**config.mk**
```make
export PLATFORM = sky130hd
export DESIGN_NAME = vga_frame_scanout
export DESIGN_NICKNAME = d
export VERILOG_FILES = /design/src/rtl/vga_pkg.sv /design/src/rtl/vga_timing_counter.sv /design/src/rtl/vga_frame_scanout.sv
export SDC_FILE = /design/constraint.sdc
export NUM_CORES = 1
export LEC_CHECK = 0
export CAP_MARGIN = 20
export CORE_MARGIN = 2
export CORE_UTILIZATION = 34
export DETAILED_ROUTE_END_ITERATION = 8
export PLACE_DENSITY = 0.66
export SKIP_LAST_GASP = 1
export SLEW_MARGIN = 20
export SYNTH_ARGS = -nofsm -noshare
export SYNTH_HDL_FRONTEND = slang
export SYNTH_SLANG_ARGS = --single-unit
```
**constraint.sdc**
```tcl
create_clock -name clk -period 2.1 [get_ports clk]
set_input_delay 0.525 -clock clk [delete_from_list [all_inputs] [get_ports clk]]
set_output_delay 0.525 -clock clk [all_outputs]
set_load 0.02 [all_outputs]
```
**src/rtl/vga_pkg.sv**
```systemverilog
// Shared types and default timing for the VGA frame scanout path.
// Holds 640x480@60 timing constants, the pixel colour struct and the reset palette.
package vga_pkg;

  localparam int H_TOTAL      = 800;
  localparam int V_TOTAL      = 525;
  localparam int H_SYNC_START = 656;
  localparam int H_SYNC_END   = 751;
  localparam int V_SYNC_START = 490;
  localparam int V_SYNC_END   = 491;

  typedef struct packed {
    logic [7:0] r;
    logic [7:0] g;
    logic [7:0] b;
  } rgb_t;

  // Raster strobes carried down the read-latency pipeline; all active-high internally.
  typedef struct packed {
    logic active;
    logic hsync;
    logic vsync;
    logic in_fb;
    logic frame_start;
  } strobe_t;

  localparam rgb_t DEFAULT_PALETTE [16] = '{
    24'h000000, 24'h0000AA, 24'h00AA00, 24'h00AAAA,
    24'hAA0000, 24'hAA00AA, 24'hAA5500, 24'hAAAAAA,
    24'h555555, 24'h5555FF, 24'h55FF55, 24'h55FFFF,
    24'hFF5555, 24'hFF55FF, 24'hFFFF55, 24'hFFFFFF
  };

endpackage

```
**src/rtl/vga_timing_counter.sv**
```systemverilog
// Horizontal/vertical raster counters advanced on the pixel enable,
// plus the raw timing strobes decoded from the current counter values.
module vga_timing_counter
  import vga_pkg::*;
#(
  parameter int FB_COLS   = 635,
  parameter int H_VISIBLE = 640,
  parameter int H_FRONT   = 16,
  parameter int H_SYNC    = 96,
  parameter int H_BACK    = 48,
  parameter int V_VISIBLE = 480,
  parameter int V_FRONT   = 10,
  parameter int V_SYNC    = 2,
  parameter int V_BACK    = 33
) (
  input  logic       clk,
  input  logic       rst,
  input  logic       pix_en,
  output logic [9:0] h_cnt,
  output logic [9:0] v_cnt,
  output strobe_t    raw
);

  localparam int H_LEN = H_VISIBLE + H_FRONT + H_SYNC + H_BACK;
  localparam int V_LEN = V_VISIBLE + V_FRONT + V_SYNC + V_BACK;
  localparam int HS_LO = H_VISIBLE + H_FRONT;
  localparam int HS_HI = HS_LO + H_SYNC;
  localparam int VS_LO = V_VISIBLE + V_FRONT;
  localparam int VS_HI = VS_LO + V_SYNC;

  always_ff @(posedge clk) begin
    if (rst) begin
      h_cnt <= '0;
      v_cnt <= '0;
    end else if (pix_en) begin
      if (h_cnt == 10'(H_LEN - 1)) begin
        h_cnt <= '0;
        v_cnt <= (v_cnt == 10'(V_LEN - 1)) ? '0 : v_cnt + 10'd1;
      end else begin
        h_cnt <= h_cnt + 10'd1;
      end
    end
  end

  // Sync windows are half-open [LO, HI) so H_SYNC/V_SYNC give the pulse width directly.
  always_comb begin
    raw             = '0;
    raw.active      = (h_cnt < 10'(H_VISIBLE)) && (v_cnt < 10'(V_VISIBLE));
    raw.hsync       = (h_cnt >= 10'(HS_LO)) && (h_cnt < 10'(HS_HI));
    raw.vsync       = (v_cnt >= 10'(VS_LO)) && (v_cnt < 10'(VS_HI));
    raw.in_fb       = (h_cnt < 10'(FB_COLS));
    raw.frame_start = (h_cnt == '0) && (v_cnt == '0);
  end

endmodule

```
**src/rtl/vga_frame_scanout.sv**
```systemverilog
// Frame buffer read side: raster timing, FB addressing, latency alignment and VGA pin registers.
// Define VGA_PALETTE_EN to map pixel indices through a writable 16x24-bit palette instead of greyscale.
module vga_frame_scanout
  import vga_pkg::*;
#(
  parameter int DATA_SIZE  = 4,
  parameter int FB_COLS    = 635,
  parameter int FB_ROWS    = 480,
  parameter int RD_LATENCY = 1,
  parameter int H_VISIBLE  = 640,
  parameter int H_FRONT    = 16,
  parameter int H_SYNC     = 96,
  parameter int H_BACK     = 48,
  parameter int V_VISIBLE  = 480,
  parameter int V_FRONT    = 10,
  parameter int V_SYNC     = 2,
  parameter int V_BACK     = 33
) (
  input  logic                 clk,
  input  logic                 rst,
  input  logic                 pix_en,
  output logic [8:0]           row,
  output logic [9:0]           column,
  input  logic [DATA_SIZE-1:0] fb_data,
`ifdef VGA_PALETTE_EN
  input  logic                 pal_we,
  input  logic [3:0]           pal_addr,
  input  logic [23:0]          pal_data,
`endif
  output logic                 hsync,
  output logic                 vsync,
  output logic                 blank_n,
  output logic [7:0]           vga_r,
  output logic [7:0]           vga_g,
  output logic [7:0]           vga_b,
  output logic                 frame_start
);

  logic [9:0] h_cnt;
  logic [9:0] v_cnt;
  strobe_t    raw;
  strobe_t    aligned;
  rgb_t       colour;
  rgb_t       rgb_q;

  vga_timing_counter #(
    .FB_COLS   (FB_COLS),
    .H_VISIBLE (H_VISIBLE),
    .H_FRONT   (H_FRONT),
    .H_SYNC    (H_SYNC),
    .H_BACK    (H_BACK),
    .V_VISIBLE (V_VISIBLE),
    .V_FRONT   (V_FRONT),
    .V_SYNC    (V_SYNC),
    .V_BACK    (V_BACK)
  ) u_timing (
    .clk    (clk),
    .rst    (rst),
    .pix_en (pix_en),
    .h_cnt  (h_cnt),
    .v_cnt  (v_cnt),
    .raw    (raw)
  );

  assign column = (h_cnt < 10'(FB_COLS)) ? h_cnt : '0;
  assign row    = (v_cnt < 10'(FB_ROWS)) ? v_cnt[8:0] : '0;

  // Delay the strobes by the frame buffer read latency so they line up with fb_data.
  generate
    if (RD_LATENCY == 0) begin : g_no_pipe
      assign aligned = raw;
    end else begin : g_pipe
      strobe_t stage [RD_LATENCY];
      always_ff @(posedge clk) begin
        if (rst) begin
          for (int i = 0; i < RD_LATENCY; i++) stage[i] <= '0;
        end else if (pix_en) begin
          stage[0] <= raw;
          for (int i = 1; i < RD_LATENCY; i++) stage[i] <= stage[i-1];
        end
      end
      assign aligned = stage[RD_LATENCY-1];
    end
  endgenerate

`ifdef VGA_PALETTE_EN
  rgb_t palette [16];

  // Palette writes use the system clock directly so the CPU side need not know about pix_en.
  always_ff @(posedge clk) begin
    if (rst) begin
      for (int i = 0; i < 16; i++) palette[i] <= DEFAULT_PALETTE[i];
    end else if (pal_we) begin
      palette[pal_addr] <= pal_data;
    end
  end

  assign colour = palette[fb_data[3:0]];
`else
  // Replicate the index MSB-first across 8 bits so full-scale index gives full-scale grey.
  always_comb begin
    colour = '0;
    for (int i = 0; i < 8; i++) begin
      colour.r[7-i] = fb_data[DATA_SIZE-1-(i % DATA_SIZE)];
    end
    colour.g = colour.r;
    colour.b = colour.r;
  end
`endif

  // frame_start drops on the very next clk so it is a single-cycle pulse even when pix_en is sparse.
  always_ff @(posedge clk) begin
    if (rst) begin
      hsync       <= 1'b1;
      vsync       <= 1'b1;
      blank_n     <= 1'b0;
      rgb_q       <= '0;
      frame_start <= 1'b0;
    end else begin
      frame_start <= 1'b0;
      if (pix_en) begin
        hsync       <= ~aligned.hsync;
        vsync       <= ~aligned.vsync;
        blank_n     <= aligned.active;
        rgb_q       <= (aligned.active && aligned.in_fb) ? colour : '0;
        frame_start <= aligned.frame_start;
      end
    end
  end

  assign vga_r = rgb_q.r;
  assign vga_g = rgb_q.g;
  assign vga_b = rgb_q.b;

endmodule

```
==> flow_metrics.py, run 1 <==
metrics = {
    "outcome": {
        "status": "finished clean",
    },
    "cells_and_area": {
        "drive_above_1_share_pct": 23.0,
        "antenna_cells": 0,
        "mostFrequentLayoutCell": "clkdlybuf4s50_1",
        "mostFrequentLayoutCells": "clkdlybuf4s50_1 (36), buf_4 (31), dfxtp_1 (26), a21oi_1 (17), nor2_1 (15)",
        "area_delta_synth_final_pct": 40.7,
        "final_nets": 298,
        "fin_util_pct": 49.2,
        "fillCellCount": 521,
    },
    "yosys": {
        "synth-seq-cells": 33,
        "synthTopCellsByArea": "dfxtp_1 (29%), buf_4 (7.8%), edfxtp_1 (7.8%)",
        "synthCells": 224,
        "synth_edf_count": 5,
        "async_flop_share_pct": 0,
        "synthFlopType": "dfxtp_1",
        "synth-seq-area-share_pct": 37.1,
        "synth_nets": 236,
        "synthesis.area_mm2": 0.00191,
        "yosys.area.top_type": "dfxtp_1",
        "synth_cell_types": 40,
        "synth_top_area_share_pct": 29.3,
        "yosys_warnings": 0,
        "avgSynthCellArea_um2": 8.55,
    },
    "sta": {
        "tightest_slew_ns": 0.305,
        "max-slew-margin-rel_pct": 79.4,
        "rsz0062_at_grt": "true",
        "max_freq_mhz": 489,
        "tns_ns": 0,
        "setup_viol": 0,
        "final_hold_viol_count": 0,
        "timing.final.crit_share_pct": 97.3,
        "slew_violations": 0,
        "post-route-min-period_ns": 2.04,
        "final.setup.worst_slack_ns": 0.0570,
        "skew_ns": 0.00704,
    },
    "floorplan": {
        "core_area_mm2": 0.00547,
        "fp.dieArea_mm2": 0.00625,
        "die_x_um": 79.0,
        "start_util_pct": 35.0,
        "rows": 27,
        "num_io_pins": 54,
        "die_h_um": 79.0,
    },
    "routing": {
        "vias_per_cell": 4.91,
        "drc": 0,
        "num_vias": 1764,
        "drtIter0Drc": 76,
        "routed_wl_um": 4520,
        "wire_per_inst_um": 12.6,
        "firstDrtPassIters": 4,
        "ant_nets": 0,
    },
    "critical_path": {
        "crit_path_start_kind": "flip-flop",
        "crit_path_end_kind": "output pin",
        "crit_family": "flip-flops",
        "slowest_delay_ns": 0.36,
        "crit_buf_inv": 2,
        "crit_required_ns": 1.57,
        "crit_slowest_cell": "dfxtp_2",
        "crit_type": "flip-flop to output pin",
        "worstPathCellList": "ha_4 -> o21ai_2 -> o21ai_2 -> nand2_1 -> buf_6 -> and2_1 -> buf_6",
        "cp.arrival_ns": 1.52,
        "path_max_fanout": 2,
    },
    "global_routing": {
        "grt_max_degree": 16,
        "grt_pass1_vias": 1664,
        "use_met1_pct": 19.9,
        "track_usage_pct": 15.2,
        "grt-busiest-layer": "met2",
        "grt_use_met2_pct": 24.1,
        "overflow": 0,
        "antenna_found_initial": 0,
        "grt_pass1_wl_um": 7720,
        "groute.layer.met3.usage_pct": 3.86,
    },
    "cts": {
        "cts_made_buffers": 5,
        "insertion_delay_ns": 0.29,
        "htree_levels": 2,
        "cts_tree": "done",
        "clk_path_buf_depth": 2,
        "cts.sinks": 33,
        "root_buffer": "clkbuf_8",
        "clk_pin_slew_ns": 0.07,
    },
    "worst_hold_path": {
        "worstHoldPathType": "flip-flop to flip-flop",
    },
    "placement": {
        "dpl.hpwl_um": 3330,
        "preCtsSetupSlack_ns": -0.0912,
        "port_buffers": 53,
        "gp_congestion": 0.825,
    },
    "pwr": {
        "p_total_mw": 1.28,
        "power_density_mw_per_mm2": 476,
        "ir_drop_uv": 245,
        "p_leak_nw": 1.04,
    },
    "run": {
        "drv_cap": 0,
    },
}
report_power, final:
| group | internal (mW) | switching, mW |
|---|---|---|
| clock | 0.260 | 0.237 |
| sequential | 0.656 | 0.0111 |
| combinational | 0.0594 | 0.0582 |
metal layers:
layer,vias up,wire (um)
met2,42,2090
met4,0,80
met1,830,2120
met3,7,221
li1,885,-
met5,-,0
path summary, 6_finish.rpt:
kind                           start           endpoint  slack, ns  cells after the start
setup / recovery   u_timing.h_cnt[1]          column[3]       0.06                      7
hold / removal    g_pipe.stage[0][0]        frame_start       0.48                      2
setup reg to reg   u_timing.h_cnt[9]  u_timing.v_cnt[7]       0.25                      6
hold reg to reg   g_pipe.stage[0][0]        frame_start       0.48                      2
worst min-delay path: cells and delay by family, from the launching register on:
kind / cells / cell delay, ns
DFF: 1 / 0.32
buffers and inverters: 1 / 0.04
and+or+nand+nor: 1 / 0.08
registers in the layout, indices dropped and copies added, names as in the netlist:
register / count
g_pipe.stage: 5
u_timing.v_cnt: 10
frame_start: 1
vsync: 1
u_timing.h_cnt: 10
blank_n: 1
hsync: 1
vga_r: 4
cell families after synthesis:
group,Yosys count,synth area share [%]
fa+ha+maj,5,3.27
mux,1,0.523
flops,33,37.1
xor+xnor,8,3.66
compound gates,33,9.48
buf+inv,39,12.9
simple gates,105,33.1
cell usage after synthesis, types with 2 or more instances:
cell and count:
nand2b_1 11, nor2_1 15, xor2_1 4, o21ai_0 11
nor4b_1 2, dfxtp_1 28, nor4_1 3, nand3_1 10
inv_1 8, nor2b_1 2, buf_2 2, xnor2_1 4
or3_1 7, buf_6 3, ha_1 5, edfxtp_1 5
and2_1 14, nor3_1 5, nand2_1 11, a21oi_1 17
nand3b_1 2, and4_1 4, nand4_1 10, buf_4 20
clkbuf_1 6
through the flow:
stage	hold WS [ns]	area (um2)	std cells
after floorplan	0.439	1910	224
after detailed placement	0.461	2540	348
after global routing	0.524	2690	359
after global placement	0.465	2540	348
after CTS	0.485	2590	357
final	0.476	2690	359
what timing repair did:
action / CTS / global route
resized for setup: 39 / 33
hold buffers: 0 / 0
hold endpoints to repair: 0 / 0
setup buffers: 1 / 2
pin swaps: 1 / 2
gates cloned: 0 / 0
setup endpoints to repair: 17 / 13
final cells by class:
| class | instances | area, um2 | share of cell area (%) |
|---|---|---|---|
| Multi-Input combinational cell | 152 | 990 | 36.8 |
| Timing Repair Buffer | 86 | 778 | 28.9 |
| Sequential cell | 33 | 713 | 26.5 |
| Tap cell | 72 | 90.1 | 3.35 |
| Clock buffer | 6 | 82.6 | 3.07 |
| Inverter | 8 | 30.0 | 1.12 |
| Clock inverter | 2 | 8.76 | 0.325 |
No activity file was read; power rests on OpenSTA's default activity.
==> run 2: changes to the inputs <==
==> constraint.sdc (replaced) <==
create_clock -name clk -period 2.1 [get_ports clk]
set_input_delay 0.315 -clock clk [delete_from_list [all_inputs] [get_ports clk]]
set_output_delay 0.315 -clock clk [all_outputs]
set_load 0.02 [all_outputs]
==> run 2 against run 1 <==
Compared with the run above:
- hold slack improved by 0.015 ns
- fmax decreased by 0.41%
- sequential cell count did not move
- routed wire length shrank 3.9%
- register-to-register slack is essentially flat
- first-iteration DRC count up 7.9%
- cell count fell by 3.3%
- critical path depth is 3 lower
- critical path type unchanged
- critical endpoint is now row[5]
- largest cell class unchanged
- highest routed layer unchanged
==> flow_metrics.py, run 2 (same netlist as run 1, synthesis figures left out) <==
metrics = {
    "placement": {
        "dpl.hpwl_um": 3260,
        "port_buffers": 53,
        "placed_area_mm2": 0.00248,
        "gp_congestion": 0.799,
        "dpl.cell_count": 339,
    },
    "cells_and_area": {
        "reg_top3": "u_timing.h_cnt x10, u_timing.v_cnt x10, g_pipe.stage x5",
        "drive_above_1_share_pct": 14.9,
        "stdcell_count": 347,
        "mostFrequentLayoutCells": "clkdlybuf4s50_1 (43), dfxtp_1 (26), buf_4 (21), a21oi_1 (17)",
        "final_nets": 286,
        "design_area_mm2": 0.00257,
        "area_delta_synth_final_pct": 34.4,
        "antenna_cells": 0,
        "mostFrequentLayoutCell": "clkdlybuf4s50_1",
    },
    "routing": {
        "drtIter0Drc": 82,
        "routed_wl_um": 4340,
        "num_vias": 1682,
        "drc": 0,
        "vias_per_cell": 4.85,
        "firstDrtPassIters": 4,
        "wire_per_inst_um": 12.5,
        "ant_nets": 0,
    },
    "sta": {
        "max_freq_mhz": 487,
        "final_hold_viol_count": 0,
        "slew_violations": 0,
        "post-route-min-period_ns": 2.05,
        "timing.final.crit_share_pct": 97.7,
        "rsz0062_at_grt": "true",
        "tightest_slew_ns": 0.385,
        "skew_ns": 0.00860,
        "max-slew-margin-rel_pct": 74.3,
        "setup_viol": 0,
        "hold_slack_ns": 0.491,
    },
    "floorplan": {
        "fp.dieArea_mm2": 0.00625,
        "die_h_um": 79.0,
        "rows": 27,
        "core_area_mm2": 0.00547,
        "start_util_pct": 35.0,
        "die_x_um": 79.0,
        "num_io_pins": 54,
    },
    "critical_path": {
        "cp.arrival_ns": 1.74,
        "crit_path_end_kind": "output pin",
        "crit_path_start_kind": "flip-flop",
        "path_max_fanout": 7,
        "crit_type": "flip-flop to output pin",
        "crit_required_ns": 1.78,
    },
    "global_routing": {
        "grt_max_degree": 21,
        "overflow": 0,
        "grt_pass1_vias": 1606,
        "track_usage_pct": 14.5,
        "antenna_found_initial": 0,
        "grt_pass1_wl_um": 7290,
    },
    "cts": {
        "root_buffer": "clkbuf_8",
        "cts_tree": "done",
        "cts.sinks": 33,
        "htree_levels": 2,
        "insertion_delay_ns": 0.28,
        "ctsHoldBuffers": 0,
        "post_cts_buffers": 0,
        "cts_made_buffers": 5,
        "clk_path_buf_depth": 2,
        "clk_pin_slew_ns": 0.06,
    },
    "worst_hold_path": {
        "worstHoldPathType": "flip-flop to flip-flop",
    },
    "pwr": {
        "power_density_mw_per_mm2": 489,
        "p_total_mw": 1.26,
        "p_leak_nw": 0.976,
        "ir_drop_uv": 214,
    },
    "run": {
        "drv_cap": 0,
    },
    "outcome": {
        "status": "finished clean",
    },
}
run 2: cell types whose count changed in the layout (fill, tap and decap cells not counted), sizes merged:
cell           delta
dlymetal6s2s      +2
buf              -19
clkinv            -2
dlygate4sd2       -3
clkdlybuf4s50     +7
clkbuf            +3
run 2: routing by layer:
layer	vias up	wire length, um	share of wire, %	track usage, %
li1	858	-	-	-
met1	767	2030	47	18.3
met2	52	2010	46	24.1
met3	5	251	5.8	3.98
met4	0	56	1.3	4.83
met5	-	0	0	0
run 2: area by class of cell:
class | count | area, um2
inverters | 8 | 30.0
multi-input cells | 152 | 967
clock buffers | 8 | 90.1
flip-flops and latches | 33 | 713
repair buffers | 74 | 682
well taps | 72 | 90.1
fillers | 557 | 2900
run 2: path summary, 6_finish.rpt:
| kind | start | end | slack [ns] | cells past startpoint |
|---|---|---|---|---|
| max | u_timing.v_cnt[8] | row[5] | 0.05 | 4 |
| min | hsync | hsync | 0.49 | 2 |
| max reg2reg | u_timing.h_cnt[0] | u_timing.v_cnt[6] | 0.25 | 7 |
| min reg2reg | hsync | hsync | 0.49 | 2 |
run 2: through the flow:
stage	utilization, %	worst slack (ns)	TNS, ns
after CTS	46.8	0.00261	0
after detailed placement	45.2	0.0982	0
final	47.0	0.0486	0
after floorplan	-	0.370	0
after global placement	45.2	0.137	0
after global routing	47.0	-0.0376	-0.0547
run 2: power breakdown:
group          internal [mW]  total (mW)  switching (mW)
Combinational         0.0531       0.109          0.0558
Sequential             0.656       0.667          0.0108
Clock                  0.267       0.482           0.215
run 2: timing repair:
item                       in CTS  in global routing
pin swaps                       0                  1
setup endpoints to repair      15                 17
hold endpoints to repair        0                  0
resized for setup               9                 16
cloned                          0                  0
run 2: critical path, stage by stage, from the launching register on:
cell	delay (ns)
dfxtp_1	0.31
and4_1	0.23
nor2_4	0.14
and2_1	0.15
clkdlybuf4s50_1	0.62
